==> src/rtl/alu_arbiter_ctrl.sv <==
`default_nettype none
// ============================================================================
//  Module      : alu_arbiter_ctrl
//  Description : Round-robin arbiter that shares one combinational ALU between
//                two valid/ready requesters, holds the operands for a settle
//                interval, captures result and flags, and returns them on a
//                tagged valid/ready response port.
//  Revision    : 1.0 - initial release
// ============================================================================
module alu_arbiter_ctrl #(
    parameter int N_BITS        = 4,
    parameter int SETTLE_CYCLES = 1
) (
    input  logic                  clk,
    input  logic                  rst,

    input  logic                  req0_valid,
    output logic                  req0_ready,
    input  logic [N_BITS-1:0]     req0_a,
    input  logic [N_BITS-1:0]     req0_b,
    input  logic [3:0]            req0_op,

    input  logic                  req1_valid,
    output logic                  req1_ready,
    input  logic [N_BITS-1:0]     req1_a,
    input  logic [N_BITS-1:0]     req1_b,
    input  logic [3:0]            req1_op,

    output logic [N_BITS-1:0]     alu_a,
    output logic [N_BITS-1:0]     alu_b,
    output logic [3:0]            alu_op,
    input  logic [2*N_BITS-1:0]   alu_result,
    input  logic                  alu_n,
    input  logic                  alu_z,
    input  logic                  alu_c,
    input  logic                  alu_v,

    output logic                  rsp_valid,
    input  logic                  rsp_ready,
    output logic [2*N_BITS-1:0]   rsp_result,
    output logic [3:0]            rsp_flags,
    output logic                  rsp_id,
    output logic                  rsp_err,
    output logic                  busy
);

    // Counter only needs to hold SETTLE_CYCLES-1; keep at least one bit.
    localparam int c_CW = (SETTLE_CYCLES > 1) ? $clog2(SETTLE_CYCLES) : 1;
    localparam logic [c_CW-1:0] c_CNT_LOAD = c_CW'(SETTLE_CYCLES - 1);

    typedef enum logic [1:0] {
        S_IDLE = 2'd0,
        S_EXEC = 2'd1,
        S_RESP = 2'd2
    } state_t;

    state_t                 r_state;
    state_t                 w_next;
    logic                   r_rr_ptr;
    logic [c_CW-1:0]        r_cnt;
    logic [N_BITS-1:0]      r_alu_a;
    logic [N_BITS-1:0]      r_alu_b;
    logic [3:0]             r_alu_op;
    logic [2*N_BITS-1:0]    r_rsp_result;
    logic [3:0]             r_rsp_flags;
    logic                   r_rsp_id;
    logic                   r_rsp_err;

    logic                   w_gnt0;
    logic                   w_gnt1;
    logic                   w_grant;
    logic                   w_id;
    logic [N_BITS-1:0]      w_a;
    logic [N_BITS-1:0]      w_b;
    logic [3:0]             w_op;
    logic                   w_op_err;
    logic                   w_cnt_zero;

    // Round-robin choice: a lone request wins; on contention rr_ptr decides.
    always_comb begin
        w_gnt0   = req0_valid && (!req1_valid || !r_rr_ptr);
        w_gnt1   = req1_valid && (!req0_valid ||  r_rr_ptr);
        w_grant  = (r_state == S_IDLE) && (w_gnt0 || w_gnt1);
        w_id     = w_gnt1;
        w_a      = w_id ? req1_a  : req0_a;
        w_b      = w_id ? req1_b  : req0_b;
        w_op     = w_id ? req1_op : req0_op;
        // Undefined opcodes and divide/modulo by zero never reach the ALU.
        w_op_err = (w_op > 4'b1001) ||
                   (((w_op == 4'b0011) || (w_op == 4'b0100)) && (w_b == '0));
        w_cnt_zero = (r_cnt == '0);
    end

    // State register.
    always_ff @(posedge clk) begin
        if (rst) begin
            r_state <= S_IDLE;
        end else begin
            r_state <= w_next;
        end
    end

    // Next-state and handshake outputs.
    always_comb begin
        w_next     = r_state;
        req0_ready = 1'b0;
        req1_ready = 1'b0;
        rsp_valid  = 1'b0;
        busy       = (r_state != S_IDLE);
        case (r_state)
            S_IDLE: begin
                req0_ready = w_gnt0;
                req1_ready = w_gnt1;
                if (w_grant) begin
                    w_next = w_op_err ? S_RESP : S_EXEC;
                end
            end
            S_EXEC: begin
                if (w_cnt_zero) begin
                    w_next = S_RESP;
                end
            end
            S_RESP: begin
                rsp_valid = 1'b1;
                if (rsp_ready) begin
                    w_next = S_IDLE;
                end
            end
            default: begin
                w_next = S_IDLE;
            end
        endcase
    end

    // Operand latch, settle counter, result capture and round-robin pointer.
    always_ff @(posedge clk) begin
        if (rst) begin
            r_rr_ptr     <= 1'b0;
            r_cnt        <= '0;
            r_alu_a      <= '0;
            r_alu_b      <= '0;
            r_alu_op     <= '0;
            r_rsp_result <= '0;
            r_rsp_flags  <= '0;
            r_rsp_id     <= 1'b0;
            r_rsp_err    <= 1'b0;
        end else begin
            case (r_state)
                S_IDLE: begin
                    if (w_grant) begin
                        r_rsp_id <= w_id;
                        r_rr_ptr <= ~w_id;
                        if (w_op_err) begin
                            // ALU inputs are left untouched for a rejected op.
                            r_rsp_result <= '0;
                            r_rsp_flags  <= '0;
                            r_rsp_err    <= 1'b1;
                        end else begin
                            r_alu_a  <= w_a;
                            r_alu_b  <= w_b;
                            r_alu_op <= w_op;
                            r_cnt    <= c_CNT_LOAD;
                        end
                    end
                end
                S_EXEC: begin
                    if (w_cnt_zero) begin
                        r_rsp_result <= alu_result;
                        r_rsp_flags  <= {alu_n, alu_z, alu_c, alu_v};
                        r_rsp_err    <= 1'b0;
                    end else begin
                        r_cnt <= r_cnt - 1'b1;
                    end
                end
                default: begin
                end
            endcase
        end
    end

    assign alu_a      = r_alu_a;
    assign alu_b      = r_alu_b;
    assign alu_op     = r_alu_op;
    assign rsp_result = r_rsp_result;
    assign rsp_flags  = r_rsp_flags;
    assign rsp_id     = r_rsp_id;
    assign rsp_err    = r_rsp_err;

endmodule
`default_nettype wire

==> config.mk <==
export PLATFORM = sky130hd
export DESIGN_NAME = alu_arbiter_ctrl
export DESIGN_NICKNAME = d
export VERILOG_FILES = /design/src/rtl/alu_arbiter_ctrl.sv
export SDC_FILE = /design/constraint.sdc
export NUM_CORES = 1
export LEC_CHECK = 0
export CAP_MARGIN = 0
export CELL_PAD_IN_SITES_DETAIL_PLACEMENT = 0
export CELL_PAD_IN_SITES_GLOBAL_PLACEMENT = 2
export CORE_AREA = 2 2 86 88
export CTS_BUF_LIST = sky130_fd_sc_hd__clkbuf_2 sky130_fd_sc_hd__clkbuf_4 sky130_fd_sc_hd__clkbuf_8
export CTS_CLUSTER_DIAMETER = 150
export DETAILED_ROUTE_END_ITERATION = 16
export DIE_AREA = 0 0 88 90
export PLACE_DENSITY = 0.78
export SKIP_CTS_REPAIR_TIMING = 1
export SLEW_MARGIN = 20
export SYNTH_ARGS = -nofsm -noshare
export SYNTH_HDL_FRONTEND = slang
export SYNTH_SLANG_ARGS = --single-unit
==> constraint.sdc <==
create_clock -name clk -period 1.7 [get_ports clk]
set_input_delay 0.17 -clock clk [delete_from_list [all_inputs] [get_ports clk]]
set_output_delay 0.17 -clock clk [all_outputs]
set_load 0.05 [all_outputs]
# Word-level counts from Yosys, hierarchy flattened
# Index checks and enable logic that the tools add are counted.
# W data, S select, Z words.
dict set report totals {
  ff_bits 30
}
dict set report classes {
  reduce_logical 21
  add_sub_neg 1
  eq_ne 9
  n_lt_le_gt_ge 1
  mux 27
  bitwise_logic 2
}
# operator n
set ops {}
lappend ops {{$mux W4} 6}
lappend ops {{$mux W8} 3}
lappend ops {{$pmux W8 S2} 1}
lappend ops {{$ne A2 B2 Y1 const B} 5}
lappend ops {{$mux W1} 9}
lappend ops {{$reduce_and A3 Y1} 3}
lappend ops {{$mux W2} 4}
lappend ops {{$pmux W4 S2} 1}
lappend ops {{$pmux W2 S3} 1}
lappend ops {{$logic_or A1 B1 Y1} 5}
lappend ops {{$eq A4 B2 Y1 const B} 1}
lappend ops {{$eq A4 B3 Y1 const B} 1}
lappend ops {{$gt A4 B4 Y1 const B} 1}
lappend ops {{$logic_and A1 B1 Y1} 4}
lappend ops {{$logic_not A4 Y1} 1}
lappend ops {{$pmux W1 S2} 2}
lappend ops {{$reduce_and A4 Y1} 1}
lappend ops {{$reduce_bool A2 Y1} 2}
lappend ops {{$logic_not A1 Y1} 3}
lappend ops {{$eq A2 B1 Y1 const B} 1}
lappend ops {{$eq A2 B2 Y1 const B} 1}
lappend ops {{$logic_not A2 Y1} 1}
lappend ops {{$not A1 Y1} 2}
lappend ops {{$reduce_and A2 Y1} 1}
lappend ops {{$sub A1 B1 Y1 const B} 1}

# Logic depth before layout (Yosys ltp)
dict set report logic_depth {
  word_depth 11
  mapped_depth 7
  ltp_nobuf 5
}

# Worst setup path after synthesis
# No wires, ideal clock.
dict set report synth_timing {
  kind {reg-to-reg}
  from {register r_state[1]}
  to {register r_rsp_id (netlist: rsp_id)}
  arrival_time_ns 1.660
  n_path_buf 0
  setup_ns 0.134
  slack_ns -0.093
  period_less_slack_ns 1.793
  stages_incl_launch_ff 6
  path_cell_list {dfxtp_1 > nor2_1 > nand2_1 > a21oi_1 > a2bb2oi_1 > nor2_1}
}
dict set report synth_between {
  elab_chain_len 3
}
# element line
set synth_rtl {}
lappend synth_rtl {{start, declared} 57} ;# state_t r_state;
lappend synth_rtl {{start signal, assigned} 99} ;# r_state <= w_next;
lappend synth_rtl {{$logic_not A2 Y1 (*)} {83, 148}}
lappend synth_rtl {{$logic_and A1 B1 Y1} 83} ;# w_grant = (r_state == S_IDLE) && (w_gnt0 || w_gnt1);
lappend synth_rtl {{$reduce_and A2 Y1 (no line) (*)} --}
lappend synth_rtl {{end signal, assigned} 151} ;# r_rsp_id <= w_id;
lappend synth_rtl {{end, declared} 66} ;# logic r_rsp_id;
# Mark *: on every way between the ends. The rest lies on a longest branch, timed or not.
# A chain may end at the register's enable or synchronous reset.

# Final worst setup path
dict set report layout_timing {
  from {register r_rr_ptr}
  to {register r_alu_b[3] (netlist: alu_b[3])}
}
dict set report layout_between {
  elab_chain_len 9
  word_cells_on_any_way 18
  cone_classes {order compare: 1; eq/ne: 2; mux: 2; bitwise: 1; reduce/logical: 12}
}
# element line
set layout_rtl {}
lappend layout_rtl {{start, declared} 59} ;# logic r_rr_ptr;
lappend layout_rtl {{start signal, assigned} 152} ;# r_rr_ptr <= ~w_id;
lappend layout_rtl {{parallel branches: the longest is 9 deep, another holds $gt A4 B4 Y1} --}
lappend layout_rtl {{end signal, assigned} 160} ;# r_alu_b <= w_b;
lappend layout_rtl {{end, declared} 62} ;# logic [N_BITS-1:0] r_alu_b;
# Several ways; the timed one is not identified.

==> results.ini <==
[cts]
cts_tree = yes
numCtsBuffers = 5
cts-root-buf = clkbuf_8
clkTransAtPathRegs_ns = 0.07
cts.sinks = 29
htree_num_levels = 2
clkLatencyLatePin_ns = 0.28
cts_max_path_buffers = 2

[power]
p_switching_uw = 931
leakage_nw = 1.14
p_int_mw = 1.63
comb_power_share_pct = 44.0
clkPwrFrac_pct = 25.0
ir_worst_vdd_mv = 0.388
power.total_mw = 2.57
p_per_area_nw_per_um2 = 938
switching_share_pct = 36.3
seqPwrFrac_pct = 31.0

[worst_setup_path]
rr_worst_depth = 7
cp-end-kind = register
critPathKind = register to register
crit_chain = nand2b_4 -> and2_4 -> a32oi_2 -> buf_4 -> a21o_4 -> buf_12 -> a221oi_4
start_kind = register
worstPathRequired_ns = 1.90
r2r_end = alu_b[3]
cp_max_fo = 5
cp_data_arrival_time_ns = 1.85
cp_top_family = compound AO/OA/AOI/OAI gates
cpMaxStageDelayCell = dfxtp_2
max_stage_delay_ns = 0.32
reg2reg_slack_ns = 0.05
rr_startpoint = r_rr_ptr
crit_buf_inv = 2

[die]
fp.dieW_um = 88
num_rows = 31
core-area_um2 = 7020
io_pins = 71
dieHeight_um = 90
initial_core_util_pct = 20.3
dieArea_um2 = 7920

[final_layout]
drive_gt1_share_pct = 35.2
final_cell_mix = clkdlybuf4s50_1 (52), buf_4 (37), dfxtp_1 (28), inv_1 (18), nor2_1 (16)
mostFrequentLayoutCell = clkdlybuf4s50_1
diodes = 0
fillCellCount = 707
final_area_um2 = 2730
final_cell_count_no_fill = 346
final_nets = 287
area_growth_pct = 92.0

[sta]
whs_ns = 0.428
setup_viol = 0
hold_violations = 0
period_needed_ns = 1.65
finalMaxSlewViolations = 0
timing.final.crit_share_pct = 96.9
tightest_slew_ns = 0.854
fmax_ghz = 0.607
rsz0062_at_grt = true
max_slew_margin_pct = 42.8
final.setup_skew_ns = 0.00471

[placement]
placedCellCount = 331
gp_congestion = 0.761
port_buffers = 70
place_area_um2 = 2420
dp_hpwl_um = 3310

[routing]
wl_per_cell_um = 13.3
vias_per_cell = 4.15
drt_iter0_markers = 44
drt-total-wl_um = 4600
via_count = 1436
antenna_left = 0
firstDrtPassIters = 4
drc_errors = 0

[flow_run]
cap_violations = 0

[min_path]
holdPathEnd = r_rr_ptr
hold_path.class = primary input to register
holdPathStages = 4
worstHoldStart = req0_valid

[synth]
avgSynthCellArea_um2 = 9.82
ys_seq_elements = 29
ys_warn_count = 0
ys_seq_area_share_pct = 40.8
synth.cell_area_um2 = 1420
ys.flop_type = dfxtp_1
synthCells = 145
yosysUniqueCellTypes = 32
async_reset_ff_share_pct = 0
syn_nets = 186
synth_edf_count = 0

[grt]
grt_first_pass_wirelength_um = 7020
grt_max_degree = 17
grtUsageTotal_pct = 11.3
grt_overflow = 0
grt_pass1_vias = 1447
antenna_found_initial = 0

[outcome]
status = finished, final reports clean

synth_stat cells (all sizes together) (3+ instances only):
| cell type | count | area, um^2 |
|---|---|---|
| a21oi | 4 | 20.0 |
| a221oi | 12 | 174 |
| a22o | 12 | 105 |
| a31oi | 4 | 40.0 |
| buf | 6 | 43.8 |
| clkbuf | 3 | 11.3 |
| dfxtp | 29 | 581 |
| inv | 18 | 67.6 |
| mux2 | 10 | 113 |
| nand2 | 3 | 11.3 |
| nand2b | 5 | 38.8 |
| nor2 | 17 | 63.8 |
| nor2b | 3 | 18.8 |
| o21ai | 5 | 25.0 |
metrics by stage:
stage | util [%] | worst slack, ns | TNS (ns)
after floorplan | - | 0.0877 | 0
after global routing | 38.9 | -0.0192 | -0.0897
after detailed placement | 34.5 | -0.392 | -9.31
final | 38.9 | 0.0522 | 0
after CTS | 35.9 | -0.108 | -1.56
after global placement | 34.5 | -0.312 | -7.64
state kept, by name (all words and copies together), names as in the netlist:
name / count
r_rr_ptr: 1
alu_op: 4
rsp_err: 1
alu_b: 4
rsp_id: 1
alu_a: 4
rsp_flags: 4
rsp_result: 8
r_state: 2
logic make-up after synthesis:
| logic type | after synthesis | share of synthesized area [%] |
|---|---|---|
| flops | 29 | 40.8 |
| buf+inv | 27 | 8.61 |
| compound gates | 43 | 29.5 |
| mux | 11 | 8.61 |
| simple gates | 35 | 12.5 |
per-layer routing:
layer  global-route usage [%]  share of wire [%]  vias up
met5                        0                  0        -
met4                     1.92               0.39        0
met3                     4.13                5.6        3
met2                     17.5                 48       36
met1                     15.1                 46      671
li1                         -                  -      726
power groups by stage:
stage	registers, mW	clock network (mW)	logic (mW)
6_report	0.795	0.642	1.13
5_1_grt	0.805	0.696	1.20
4_1_cts	0.795	0.666	1.02
3_5_place_dp	0.810	0	1.01
3_3_place_gp	0.809	0	1.01
2_1_floorplan	1.03	0	0.371
area by class of cell:
type	instances	area [um^2]	area share [%]
repair buffers	103	1030	37.6
clock buffers	7	96.3	3.52
multi-input cells	89	831	30.4
flip-flops and latches	29	582	21.3
well taps	99	124	4.53
clock inverters	1	5.00	0.183
inverters	18	67.6	2.47
worst register-to-register path: cells and delay by family, from the launching register on:
family	cells	cell delay [ns]
compound gates	3	0.59
simple gates	2	0.34
buf+inv	2	0.32
flops	1	0.32
worst max-delay path by stage:
| stage | cells past startpoint | endpoint | startpoint | slack [ns] |
|---|---|---|---|---|
| 2_1_floorplan | 7 | rsp_flags[0] | r_rr_ptr | 0.09 |
| 3_3_place_gp | 7 | rsp_result[6] | req0_valid | -0.31 |
| 3_5_place_dp | 7 | alu_a[1] | req0_b[2] | -0.39 |
| 4_1_cts | 7 | alu_a[1] | req0_b[2] | -0.11 |
| 5_1_grt | 8 | alu_b[0] | req0_op[2] | -0.02 |
| 6_report | 7 | alu_b[3] | r_rr_ptr | 0.05 |
Note: power is estimated with default switching activity, not from simulation.
